**src/rtl/fp_addsub_pipe.sv**
```systemverilog
// Parametrised floating-point add/subtract, three pipeline stages with a
// global valid/ready stall. Subnormals are flushed to signed zero.
module fp_addsub_pipe #(
   parameter int EXP_W     = 8,
   parameter int MAN_W     = 23,
   parameter int ROUND_RNE = 1
) (
   input  logic                     clk,
   input  logic                     rst,
   input  logic                     in_valid,
   output logic                     in_ready,
   input  logic                     op,
   input  logic [EXP_W+MAN_W:0]     a,
   input  logic [EXP_W+MAN_W:0]     b,
   output logic                     out_valid,
   input  logic                     out_ready,
   output logic [EXP_W+MAN_W:0]     y,
   output logic [2:0]               flags
);
   localparam int W  = 1 + EXP_W + MAN_W;
   localparam int SW = MAN_W + 4;                        // {hidden, frac, G, R, S}
   localparam int XW = EXP_W + $clog2(MAN_W + 4) + 2;    // signed exponent headroom
   localparam logic [W-1:0]         QNAN     = {1'b0, {EXP_W{1'b1}}, 1'b1, {(MAN_W-1){1'b0}}};
   localparam logic [EXP_W-1:0]     EXP_ONES = '1;
   localparam logic signed [XW-1:0] EXP_MAX  = XW'((1 << EXP_W) - 1);
   localparam logic signed [XW-1:0] EXP_ZERO = '0;

   logic adv;
   assign adv      = !out_valid || out_ready;
   assign in_ready = adv;

   // ---------------- stage 1: unpack, classify, swap, align ----------------
   logic                   sa, sb, za, zb, ia, ib, na, nb, a_big, big_s, small_s, shift_sticky;
   logic [EXP_W-1:0]       ea, eb, big_e, small_e, diff;
   logic [MAN_W-1:0]       fa, fb;
   logic [EXP_W+MAN_W-1:0] mag_a, mag_b;
   logic [MAN_W:0]         sig_a, sig_b, big_sig, small_sig;
   logic [SW-1:0]          small_ext, shift_mask, aligned;
   logic                   spec1;
   logic [W-1:0]           spec_y1;
   logic [2:0]             spec_f1;

   // Operand decode, magnitude swap, alignment shift and special-case result
   always_comb begin
      sa = a[W-1];
      sb = b[W-1] ^ op;
      ea = a[W-2:MAN_W];
      eb = b[W-2:MAN_W];
      fa = a[MAN_W-1:0];
      fb = b[MAN_W-1:0];
      za = (ea == '0);
      zb = (eb == '0);
      ia = (ea == EXP_ONES) && (fa == '0);
      ib = (eb == EXP_ONES) && (fb == '0);
      na = (ea == EXP_ONES) && (fa != '0);
      nb = (eb == EXP_ONES) && (fb != '0);
      mag_a = za ? '0 : {ea, fa};
      mag_b = zb ? '0 : {eb, fb};
      sig_a = za ? '0 : {1'b1, fa};
      sig_b = zb ? '0 : {1'b1, fb};
      a_big = (mag_a >= mag_b);
      if (a_big) begin
         big_e = ea; big_sig = sig_a; big_s = sa;
         small_e = eb; small_sig = sig_b; small_s = sb;
      end else begin
         big_e = eb; big_sig = sig_b; big_s = sb;
         small_e = ea; small_sig = sig_a; small_s = sa;
      end
      diff       = big_e - small_e;
      small_ext  = {small_sig, 3'b000};
      shift_mask = ~({SW{1'b1}} << diff);
      if (32'(diff) >= 32'(MAN_W + 3)) begin
         aligned      = '0;
         shift_sticky = |small_sig;
      end else begin
         aligned      = small_ext >> diff;
         shift_sticky = |(small_ext & shift_mask);
      end
      aligned[0] = aligned[0] | shift_sticky;

      spec1   = na || nb || ia || ib || (za && zb);
      spec_y1 = '0;
      spec_f1 = '0;
      if (na || nb) begin
         spec_y1 = QNAN;
      end else if (ia && ib) begin
         if (sa != sb) begin
            spec_y1 = QNAN;
            spec_f1 = 3'b100;
         end else begin
            spec_y1 = {sa, EXP_ONES, {MAN_W{1'b0}}};
         end
      end else if (ia) begin
         spec_y1 = {sa, EXP_ONES, {MAN_W{1'b0}}};
      end else if (ib) begin
         spec_y1 = {sb, EXP_ONES, {MAN_W{1'b0}}};
      end else begin
         spec_y1 = {sa && sb, {(W-1){1'b0}}};
      end
   end

   logic             v1, s1_spec, s1_sign, s1_sub;
   logic [W-1:0]     s1_spec_y;
   logic [2:0]       s1_spec_f;
   logic [EXP_W-1:0] s1_exp;
   logic [SW-1:0]    s1_big, s1_small;

   // Stage 1 register
   always_ff @(posedge clk or posedge rst) begin
      if (rst) begin
         v1 <= 1'b0; s1_spec <= 1'b0; s1_sign <= 1'b0; s1_sub <= 1'b0;
         s1_spec_y <= '0; s1_spec_f <= '0; s1_exp <= '0; s1_big <= '0; s1_small <= '0;
      end else if (adv) begin
         v1        <= in_valid;
         s1_spec   <= spec1;
         s1_spec_y <= spec_y1;
         s1_spec_f <= spec_f1;
         s1_sign   <= big_s;
         s1_sub    <= big_s ^ small_s;
         s1_exp    <= big_e;
         s1_big    <= {big_sig, 3'b000};
         s1_small  <= aligned;
      end
   end

   // ---------------- stage 2: significand add/subtract ----------------
   logic             v2, s2_spec, s2_sign;
   logic [W-1:0]     s2_spec_y;
   logic [2:0]       s2_spec_f;
   logic [EXP_W-1:0] s2_exp;
   logic [SW:0]      s2_sum;

   // Stage 2 register; the swap guarantees big >= small so the difference is non-negative
   always_ff @(posedge clk or posedge rst) begin
      if (rst) begin
         v2 <= 1'b0; s2_spec <= 1'b0; s2_sign <= 1'b0;
         s2_spec_y <= '0; s2_spec_f <= '0; s2_exp <= '0; s2_sum <= '0;
      end else if (adv) begin
         v2        <= v1;
         s2_spec   <= s1_spec;
         s2_spec_y <= s1_spec_y;
         s2_spec_f <= s1_spec_f;
         s2_sign   <= s1_sign;
         s2_exp    <= s1_exp;
         s2_sum    <= s1_sub ? ({1'b0, s1_big} - {1'b0, s1_small})
                             : ({1'b0, s1_big} + {1'b0, s1_small});
      end
   end

   // ---------------- stage 3: normalise, round, pack ----------------
   int unsigned            lz;
   logic                   carry, g, r, s, inc;
   logic [SW-1:0]          norm;
   logic [XW-1:0]          exp_base;
   logic signed [XW-1:0]   exp_n, exp_r;
   logic [MAN_W+1:0]       mant;
   logic [MAN_W-1:0]       frac;
   logic [W-1:0]           res_y;
   logic [2:0]             res_f;

   // Leading-zero normalisation, rounding and final exception selection
   always_comb begin
      lz = 0;
      for (int unsigned i = 0; i < SW; i++) begin
         if (s2_sum[i]) lz = SW - 1 - i;
      end
      carry    = s2_sum[SW];
      exp_base = XW'(s2_exp);
      if (carry) begin
         norm  = {s2_sum[SW:2], s2_sum[1] | s2_sum[0]};
         exp_n = exp_base + XW'(1);
      end else begin
         norm  = s2_sum[SW-1:0] << lz;
         exp_n = exp_base - XW'(lz);
      end
      g     = norm[2];
      r     = norm[1];
      s     = norm[0];
      inc   = (ROUND_RNE != 0) && g && (r || s || norm[3]);
      mant  = {1'b0, norm[SW-1:3]} + (MAN_W+2)'(inc);
      exp_r = mant[MAN_W+1] ? exp_n + XW'(1) : exp_n;
      frac  = mant[MAN_W+1] ? mant[MAN_W:1] : mant[MAN_W-1:0];

      res_y = {s2_sign, exp_r[EXP_W-1:0], frac};
      res_f = {2'b00, g | r | s};
      if (s2_spec) begin
         res_y = s2_spec_y;
         res_f = s2_spec_f;
      end else if (s2_sum == '0) begin
         res_y = '0;
         res_f = '0;
      end else if (exp_r >= EXP_MAX) begin
         res_y = (ROUND_RNE != 0) ? {s2_sign, EXP_ONES, {MAN_W{1'b0}}}
                                  : {s2_sign, {(EXP_W-1){1'b1}}, 1'b0, {MAN_W{1'b1}}};
         res_f = 3'b011;
      end else if (exp_r <= EXP_ZERO) begin
         res_y = {s2_sign, {(W-1){1'b0}}};
         res_f = 3'b001;
      end
   end

   // Output register; holds while the consumer stalls
   always_ff @(posedge clk or posedge rst) begin
      if (rst) begin
         out_valid <= 1'b0;
         y         <= '0;
         flags     <= '0;
      end else if (adv) begin
         out_valid <= v2;
         if (v2) begin
            y     <= res_y;
            flags <= res_f;
         end
      end
   end
endmodule

```
**config.mk**
```make
export PLATFORM = sky130hd
export DESIGN_NAME = fp_addsub_pipe
export DESIGN_NICKNAME = d
export VERILOG_FILES = /design/src/rtl/fp_addsub_pipe.sv
export SDC_FILE = /design/constraint.sdc
export NUM_CORES = 1
export LEC_CHECK = 0
export ABC_AREA = 1
export ABC_CLOCK_PERIOD_IN_PS = 7100
export CELL_PAD_IN_SITES_DETAIL_PLACEMENT = 1
export CELL_PAD_IN_SITES_GLOBAL_PLACEMENT = 1
export CORE_MARGIN = 4
export CORE_UTILIZATION = 43
export CTS_BUF_LIST = sky130_fd_sc_hd__clkbuf_16
export DETAILED_ROUTE_END_ITERATION = 10
export PLACE_DENSITY = 0.81
export SYNTH_ARGS = -nofsm -noshare
export SYNTH_HDL_FRONTEND = slang
export SYNTH_SLANG_ARGS = --single-unit
```
**constraint.sdc**
```tcl
create_clock -name clk -period 7.1 [get_ports clk]
set_input_delay 1.42 -clock clk [delete_from_list [all_inputs] [get_ports clk]]
set_output_delay 1.42 -clock clk [all_outputs]
set_load 0.02 [all_outputs]
```
* Word-level counts from Yosys, hierarchy flattened
Index checks and enable logic that the tools add are counted.
** Storage, ports and cells
- Register bits :: 208
- ROM bits :: 0
- Output and inout bits :: 37
- RAM bits :: 0
- Bits of input ports :: 69
- Memories kept :: 0
- Logic and storage cells :: 130
- Bits in latches :: 0
** Operators by class
- Multiplexer cells :: 60
- Divide/modulo/power cells :: 0
- Equality and inequality tests :: 3
- Shifts and indexed selects :: 3
- $mul :: 0
- Reduce and logical (&&, ||, !) cells :: 26
- $add $sub $neg :: 7
- Order comparisons :: 4
- Bitwise logic cells :: 8
** Operators with widths (count)
- $mux W32 :: 33
- $mux W31 :: 4
- $mux W24 :: 4
- $mux W27 :: 2
- $logic_not A23 Y1 :: 2
- $reduce_bool A23 Y1 :: 2
- $shl A27 B32 Y27 :: 1
- $ge A31 B31 Y1 :: 1
- $mux W15 :: 2
- $add A27 B27 Y28 :: 1
- $logic_not A28 Y1 :: 1
- $mux W28 :: 1
- $sub A27 B27 Y28 :: 1
- $and A27 B27 Y27 :: 1
- $not A27 Y27 :: 1
- $reduce_or A27 Y1 :: 1
- $shl A27 B8 Y27 const A :: 1
- $shr A27 B8 Y27 :: 1
- $add A24 B1 Y25 :: 1
- $reduce_or A24 Y1 :: 1
- $mux W23 :: 1
- $eq A8 B8 Y1 const B :: 2
- $logic_not A8 Y1 :: 2
- $mux W8 :: 2
- 18 further kinds :: 42

* Depth between registers and ports, before layout
Gate-level depths: netlist (run 1).
- Depth in word-level cells :: 39
- Depth in mapped cells :: 53
- Gate-level depth less buffers :: 51

* Worst setup path after synthesis (run 1)
OpenSTA, ideal clock, no wires.
- Path type :: input-to-reg
- Start :: input b[24]
- End :: register s1_small[7]
- Stages on the path :: 36
- Required time :: 6.970 ns
- Path buffers :: 3
- Setup time :: 0.130 ns
- Slack :: 0.953 ns
- Arrival :: 6.017 ns
- Cells stage by stage :: inv_1 > nand4_1 > nor2_1 > clkinv_1 > clkbuf_1 > clkbuf_1 > nand2_1 > ha_1 > a21oi_1 > o21a_1 > o221ai_1 > a21oi_1 > nor3_1 > o21ai_0 > nand3_1 > o21ai_0 > o21ai_0 > ha_1 > inv_1 > nand2_1 > a21oi_1 > or2_2 > nand2_1 > nand2_1 > nand2_1 > xor2_1 > nand2_1 > clkbuf_1 > nor2_1 > o21ai_0 > o21ai_0 > or2_2 > o211ai_1 > nand3_1 > nand2_1 > o21ai_0
** Between the ends
- Longest elaborated chain between the ends :: 7
- Elaborated cells on any way between the ends :: 11
- Classes of those cells :: 1 x add/sub; 2 x order compare; 1 x shift; 6 x mux; 1 x reduce/logical
** Ends and longest elaborated chain
- start, declared :: line 14 : input logic [EXP_W+MAN_W:0] b,
- $logic_not A8 Y1 :: line 52 : zb = (eb == '0);
- $mux W31 :: line 58 : mag_b = zb ? '0 : {eb, fb};
- $ge A31 B31 Y1 :: line 61 : a_big = (mag_a >= mag_b);
- $mux W8 :: line 62 : if (a_big) begin
- $sub A8 B8 Y8 :: line 69 : diff = big_e - small_e;
- $shr A27 B8 Y27 or $ge A8 B5 Y1 (tied branches) :: line 76, 72
- $mux W27 (*) :: line 72 : if (32'(diff) >= 32'(MAN_W + 3)) begin
- end signal, assigned :: line 122 : s1_small <= aligned;
- end, declared :: line 106 : logic [SW-1:0] s1_big, s1_small;
Every way passes the cells marked *; elsewhere a longest branch is shown, timed or not.
A chain may end at the register's enable or synchronous reset.

* Final worst setup path (run 1)
- Start :: input a[24]
- End :: register s1_small[0]
** Between the ends
- Longest elaborated chain between the ends :: 11
- Elaborated cells on any way between the ends :: 18
- Classes of those cells :: 1 x add/sub; 2 x order compare; 2 x shift; 7 x mux; 3 x bitwise; 3 x reduce/logical
** Ends and longest elaborated chain
- start, declared :: line 13 : input logic [EXP_W+MAN_W:0] a,
- $logic_not A8 Y1 :: line 51 : za = (ea == '0);
- $mux W31 :: line 57 : mag_a = za ? '0 : {ea, fa};
- $ge A31 B31 Y1 :: line 61
- $mux W8 :: line 62
- $sub A8 B8 Y8 :: line 69
- $shl A27 B8 Y27 :: line 71 : shift_mask = ~({SW{1'b1}} << diff);
- $not A27 Y27 :: line 71
- $and A27 B27 Y27 :: line 77 : shift_sticky = |(small_ext & shift_mask);
- $reduce_or A27 Y1 :: line 77
- $mux W1 :: line 72
- $or A1 B1 Y1 (*) :: line 79 : aligned[0] = aligned[0] | shift_sticky;
Marked as above.

==> flow_metrics.env, run 1 <==
export IMPL_fin_util_pct=50.5
export IMPL_cp_required_ns=7.45
export IMPL_yosysTopAreaCell="dfrtp_1"
export IMPL_diodes=0
export IMPL_yosys_top_cells_area="dfrtp_1, nand2_1, nand3_1"
export IMPL_fin_cells=2945
export IMPL_fin_crit_sh_pct=90.9
export IMPL_holdCritPathClass="reg2reg"
export IMPL_antenna_found_initial=0
export IMPL_worst_pin_slew_ns=0.950
export IMPL_syn_area_per_cell_um2=6.29
export IMPL_holdCritStartpoint="v2"
export IMPL_syn_inst=2375
export IMPL_end_kind="flop"
export IMPL_drv_slew=0
export IMPL_synth_seq_cells=146
export IMPL_drc=0
export IMPL_startpoint_type="input pin"
export IMPL_vias=17100
export IMPL_clock_sinks=146
export IMPL_grt_pass1_vias=17700
export IMPL_async_flop_share_pct=100
export IMPL_grt_pass1_wl_mm=95.6
export IMPL_layout_min_cycle_time_ns=6.45
export IMPL_design_core_area_mm2=0.0345
export IMPL_syn_num_nets=2537
export IMPL_clkLatencyLatePin_ns=0.46
export IMPL_r2r_slack_ns=0.87
export IMPL_synth_top_family_by_area="simple AND/OR/NAND/NOR gates"
export IMPL_fill_cells=4661
export IMPL_maxCapViolations=0
export IMPL_crit_reg2reg_launch="s2_sum[2]"
export IMPL_rsz0062_at_grt="false"
export IMPL_numPortBuffers=105
export IMPL_die_area_mm2=0.0378
export IMPL_row_count=68
export IMPL_synth_edf_count=0
export IMPL_ant_nets=0
export IMPL_outcome="completed"
export IMPL_grtUsageTotal_pct=31.3
export IMPL_synthAdderAreaFrac_pct=7.88
export IMPL_place_area_mm2=0.0168
export IMPL_drtIter0Drc=1102
export IMPL_first_pass_iters=5
export IMPL_p_leak_nw=8.41
export IMPL_crit_family="simple AND/OR/NAND/NOR gates"
export IMPL_cts_buffers_inserted=17
export IMPL_synth_ff_type="dfrtp_1"
export IMPL_synth_top_area_share_pct=24.4
export IMPL_cts_tree="yes"
export IMPL_synth_common_cells="nand2_1, nand3_1, inv_1"
export IMPL_cp_num_buf_inv=4
export IMPL_min_path_cells=2
export IMPL_regArea_mm2=0.00365
export IMPL_cts_hold_buf=0
export IMPL_reg2regPathDepth=48
export IMPL_setup_violations=0
export IMPL_synth_mux_area_share_pct=0.0670
export IMPL_syn2layout_area_growth_pct=16.3
export IMPL_ir_worst_vdd_mv=0.190
export IMPL_ys_warnings_count=0
export IMPL_cp_slowest_cell="clkdlybuf4s50_1"
export IMPL_placed_cells=2913
export IMPL_gp_congestion=0.981
export IMPL_clock_root_buffer="clkbuf_16"
export IMPL_holdWs_ns=0.473
export IMPL_cts_buffer_depth=2
export IMPL_fin_area_mm2=0.0174
export IMPL_yosys_cell_count_top_type="nand2_1"
export IMPL_grt_overflow_total=0
export IMPL_relSlewSlack_pct=36.6
export IMPL_synth_cell_area_mm2=0.0149
export IMPL_dp_hpwl_mm=47.9
export IMPL_hold_viol=0
export IMPL_min_to="out_valid"
export IMPL_path_class="in2reg"
export IMPL_synth_compound_area_share_pct=18.2
export IMPL_start_util_pct=43.4
export IMPL_htree_levels=4
export IMPL_finClkSkew_ns=0.0111
export IMPL_synth_cell_types=57
export IMPL_ys_seq_area_share_pct=24.4
export IMPL_critPathMaxStageDelay_ns=0.42
export IMPL_worstPathMaxFanout=25
export IMPL_crit_arrival_ns=6.80
export IMPL_rr_endpoint="y[13]"
export IMPL_synth_simple_gate_area_share_pct=35.9
export IMPL_critPathMostFrequentCell="nand2_1"
export IMPL_grt_start_max_net_pins=73
export IMPL_die_h_um=194
export IMPL_drive_gt1_share_pct=8.80
export IMPL_p_per_area_mw_per_mm2=418
export IMPL_via_per_inst=5.79
export IMPL_num_io_pins=106
export IMPL_die_x_um=194
export IMPL_clkSlewWorstSetupHoldPaths_ns=0.08
export IMPL_fmax_mhz=155
export IMPL_synthXorXnorAreaFrac_pct=3.11
export IMPL_fin_nets=2639
export IMPL_routed_wl_mm=60.1
export IMPL_multi_input_area_mm2=0.00979
export IMPL_wire_per_inst_um=20.4
metal layers:
layer	track usage, %	routed length [µm]
met1	37.1	24600
met2	54.7	29400
met3	3.26	2460
met4	18.2	3680
met5	0	0
sequential cells by signal, indices dropped and copies added (netlist names), 3 cells and up:
register	flops
s1_small	27
s1_spec_y	3
s2_exp	8
s2_spec_y	3
s2_sum	28
s1_big	24
flags	3
y	32
s1_exp	8
power by group:
part	switching [W]	total, W	internal [W]
registers	0.000354	0.00146	0.00111
logic	0.00329	0.00487	0.00158
clock network	0.000429	0.000929	0.000499
total	0.00407	0.00726	0.00319
how the worst max path moves through the flow:
stage | startpoint | to | slack, ns | cells after the start
after floorplan | b[24] | s1_small[7] | 0.95 | 36
after global placement | a[24] | s1_small[12] | 0.07 | 36
after detailed placement | b[23] | s1_small[8] | -0.07 | 35
after CTS | b[23] | s1_small[8] | 0.37 | 35
after global routing | a[24] | s1_small[0] | 0.01 | 35
final | a[24] | s1_small[0] | 0.65 | 35
stage by stage:
stage,TNS [ns],worst slack (ns),power (W)
detailed placement,-0.245,-0.0661,0.00625
finish,0,0.648,0.00726
global route,0,0.0119,0.00784
CTS,0,0.367,0.00721
floorplan,0,0.953,0.00463
global placement,0,0.0713,0.00609
placed cells by master, fill, tap and decap left out, types with 32 or more instances in the layout:
cell / instances
dfrtp_1: 146
xor2_1: 42
buf_4: 88
o22ai_1: 32
a21oi_1: 148
o21ai_0: 202
nand2_1: 594
inv_1: 255
nand4_1: 36
ha_1: 91
nand3_1: 273
nor2_1: 178
clkdlybuf4s50_1: 105
cell families (layout without fill, tap and decap cells):
family / count (synthesis) / count (layout)
AND/OR/NAND/NOR: 1208 / 1208
XOR/XNOR: 53 / 53
multiplexers: 1 / 1
adder cells (fa/ha/maj): 93 / 93
buffers and inverters: 385 / 500
flip-flops: 146 / 146
AO/OA/AOI/OAI: 489 / 489
timing repair:
action,4_1_cts,5_1_grt
resized for setup,0,13
buffers inserted,0,0
setup endpoints to repair,0,31
tightest hold or removal path: cells and delay by family, from the launching register on:
family        cells  cell delay [ns]
buf+inv           1             0.06
flops             1             0.32
simple gates      1             0.06
cell type report:
| type | instances | share of cell area, % |
|---|---|---|
| clock buffers | 17 | 2.45 |
| repair buffers | 195 | 10.1 |
| clock inverters | 15 | 0.943 |
| well taps | 455 | 3.27 |
| inverters | 273 | 5.94 |
| multi-input cells | 1844 | 56.3 |
| flip-flops and latches | 146 | 21.0 |
(Power assumes the default switching activity.)
==> inputs of run 2 (changes only) <==
--- a/config.mk
+++ b/config.mk
@@ -9,7 +9,6 @@
 export ABC_CLOCK_PERIOD_IN_PS = 7100
 export CELL_PAD_IN_SITES_DETAIL_PLACEMENT = 1
 export CELL_PAD_IN_SITES_GLOBAL_PLACEMENT = 1
-export CORE_MARGIN = 4
 export CORE_UTILIZATION = 43
 export CTS_BUF_LIST = sky130_fd_sc_hd__clkbuf_16
 export DETAILED_ROUTE_END_ITERATION = 10
==> flow_metrics.env, run 2 (synthesis gave the netlist of run 1 again) <==
export IMPL_outcome="completed"
export IMPL_regMostFlops="y"
export IMPL_fill_cells=4617
export IMPL_via_per_inst=5.81
export IMPL_p_leak_nw=8.45
export IMPL_numPortBuffers=105
export IMPL_fin_crit_sh_pct=94.0
export IMPL_swShare_pct=56.1
export IMPL_p_int_w=0.00327
export IMPL_cp_required_ns=7.41
export IMPL_drv_slew=0
export IMPL_largest_reg_flops=32
export IMPL_pwr_share_seq_pct=19.5
export IMPL_vias=17100
export IMPL_drtIter0Drc=1175
export IMPL_startpoint_type="input pin"
export IMPL_dp_hpwl_mm=48.8
export IMPL_fin_area_mm2=0.0174
export IMPL_drive_gt1_share_pct=8.82
export IMPL_ir_worst_vdd_mv=0.190
export IMPL_layout_common_cells="nand2_1, nand3_1, inv_1"
export IMPL_fin_util_pct=51.5
export IMPL_die_x_um=188
export IMPL_clkSlewWorstSetupHoldPaths_ns=0.07
export IMPL_die_h_um=188
export IMPL_cp_slowest_cell="clkdlybuf4s50_1"
export IMPL_grt_overflow_total=0
export IMPL_rsz0062_at_grt="false"
export IMPL_grt_start_max_net_pins=91
export IMPL_power_share_clock_pct=13.2
export IMPL_wl_met2_mm=29.2
export IMPL_switching_power_w=0.00418
export IMPL_fmax_mhz=150
export IMPL_top_layer="met4"
export IMPL_routed_wl_mm=61.5
export IMPL_num_io_pins=106
export IMPL_htree_levels=4
export IMPL_start_util_pct=44.1
export IMPL_relSlewSlack_pct=20.3
export IMPL_grtUsageTotal_pct=35.0
export IMPL_worstPathMaxFanout=14
export IMPL_place_area_mm2=0.0168
export IMPL_critPathMaxStageDelay_ns=0.42
export IMPL_crit_arrival_ns=6.99
export IMPL_row_count=67
export IMPL_finClkSkew_ns=0.0118
export IMPL_reg_top3="y (32), s2_sum (28), s1_small (27)"
export IMPL_drc=0
export IMPL_min_path_cells=2
export IMPL_ant_nets=0
export IMPL_hold_viol=0
export IMPL_wire_per_inst_um=20.9
export IMPL_layout_min_cycle_time_ns=6.68
export IMPL_place_ws_ns=-0.139
export IMPL_cts_setup_buffers=0
export IMPL_cts_buffer_depth=2
export IMPL_grt_pass1_wl_mm=96.8
export IMPL_cts_buffers_inserted=17
export IMPL_combinationalPowerShare_pct=67.3
export IMPL_final_common_cell="nand2_1"
export IMPL_worst_slack_ns=0.424
export IMPL_crit_reg2reg_launch="s2_sum[2]"
export IMPL_gp_congestion=1.01
export IMPL_wl_met3_mm=2.61
export IMPL_syn2layout_area_growth_pct=16.7
export IMPL_cts_resized=0
export IMPL_maxCapViolations=0
export IMPL_clock_root_buffer="clkbuf_16"
export IMPL_critPathMostFrequentCell="nand2_1"
export IMPL_design_core_area_mm2=0.0339
export IMPL_reg2regPathDepth=47
export IMPL_grt_pass1_vias=17400
export IMPL_first_pass_iters=5
export IMPL_end_kind="flop"
export IMPL_p_per_area_mw_per_mm2=427
export IMPL_holdCritPathClass="reg2reg"
export IMPL_path_class="in2reg"
export IMPL_totalPowerFinal_w=0.00745
export IMPL_wl_met1_mm=25.7
export IMPL_clock_sinks=146
export IMPL_diodes=0
export IMPL_worst_pin_slew_ns=1.19
export IMPL_cts_tree="yes"
export IMPL_setup_violations=0
export IMPL_cts_hold_buf=0
export IMPL_holdCritStartpoint="v2"
export IMPL_die_area_mm2=0.0355
export IMPL_fin_nets=2644
export IMPL_antenna_found_initial=0
export IMPL_clkLatencyLatePin_ns=0.45
export IMPL_crit_path_start="a[24]"
[run 2: final timing paths]
check | endpoint | slack, ns
worst max register to register | y[13] | 0.78
max in group asynchronous | s2_sum[7] | 4.26
worst min register to register | out_valid | 0.47
min in group asynchronous | s2_exp[3] | 1.49
worst min-delay path | out_valid | 0.47
worst max-delay path | s1_small[7] | 0.42
[run 2: per-stage QoR]
stage	instances	hold WS (ns)	TNS (ns)
floorplan	2375	0.432	0
global placement	2911	0.447	0
detailed placement	2911	0.456	-0.181
CTS	2943	0.474	0
global route	2943	0.508	0
finish	2943	0.471	0
[run 2: area by class of cell]
class	instances	area, µm²	area share [%]
Sequential cell	146	3650	20.9
Timing Repair Buffer	200	1790	10.3
Clock inverter	15	198	1.13
Inverter	273	1030	5.90
Multi-Input combinational cell	1844	9790	56.1
Tap cell	448	561	3.21
Clock buffer	17	425	2.44
[run 2: power by group through the flow]
stage                     Combinational [W]  Sequential (W)  Clock (W)
after CTS                           0.00495         0.00144   0.000992
after detailed placement            0.00488         0.00145          0
after global placement              0.00476         0.00143          0
final                               0.00501         0.00145   0.000981
after global routing                0.00548         0.00148    0.00102
after floorplan                     0.00322         0.00141          0
[run 2: layer usage]
metal | GRT usage [%] | up-vias
li1 | - | 8127
met1 | 42.7 | 8263
met2 | 59.3 | 548
met3 | 3.59 | 175
met4 | 21.5 | 0
met5 | 0 | -
[run 2: critical path: cells and delay by family]
kind / cells / cell delay [ns]
buffers and inverters: 8 / 1.44
xor gates and xnor gates: 1 / 0.15
and+or+nand+nor: 18 / 2.25
AOI/OAI and AO/OA: 8 / 1.22
adders and majority gates: 2 / 0.47
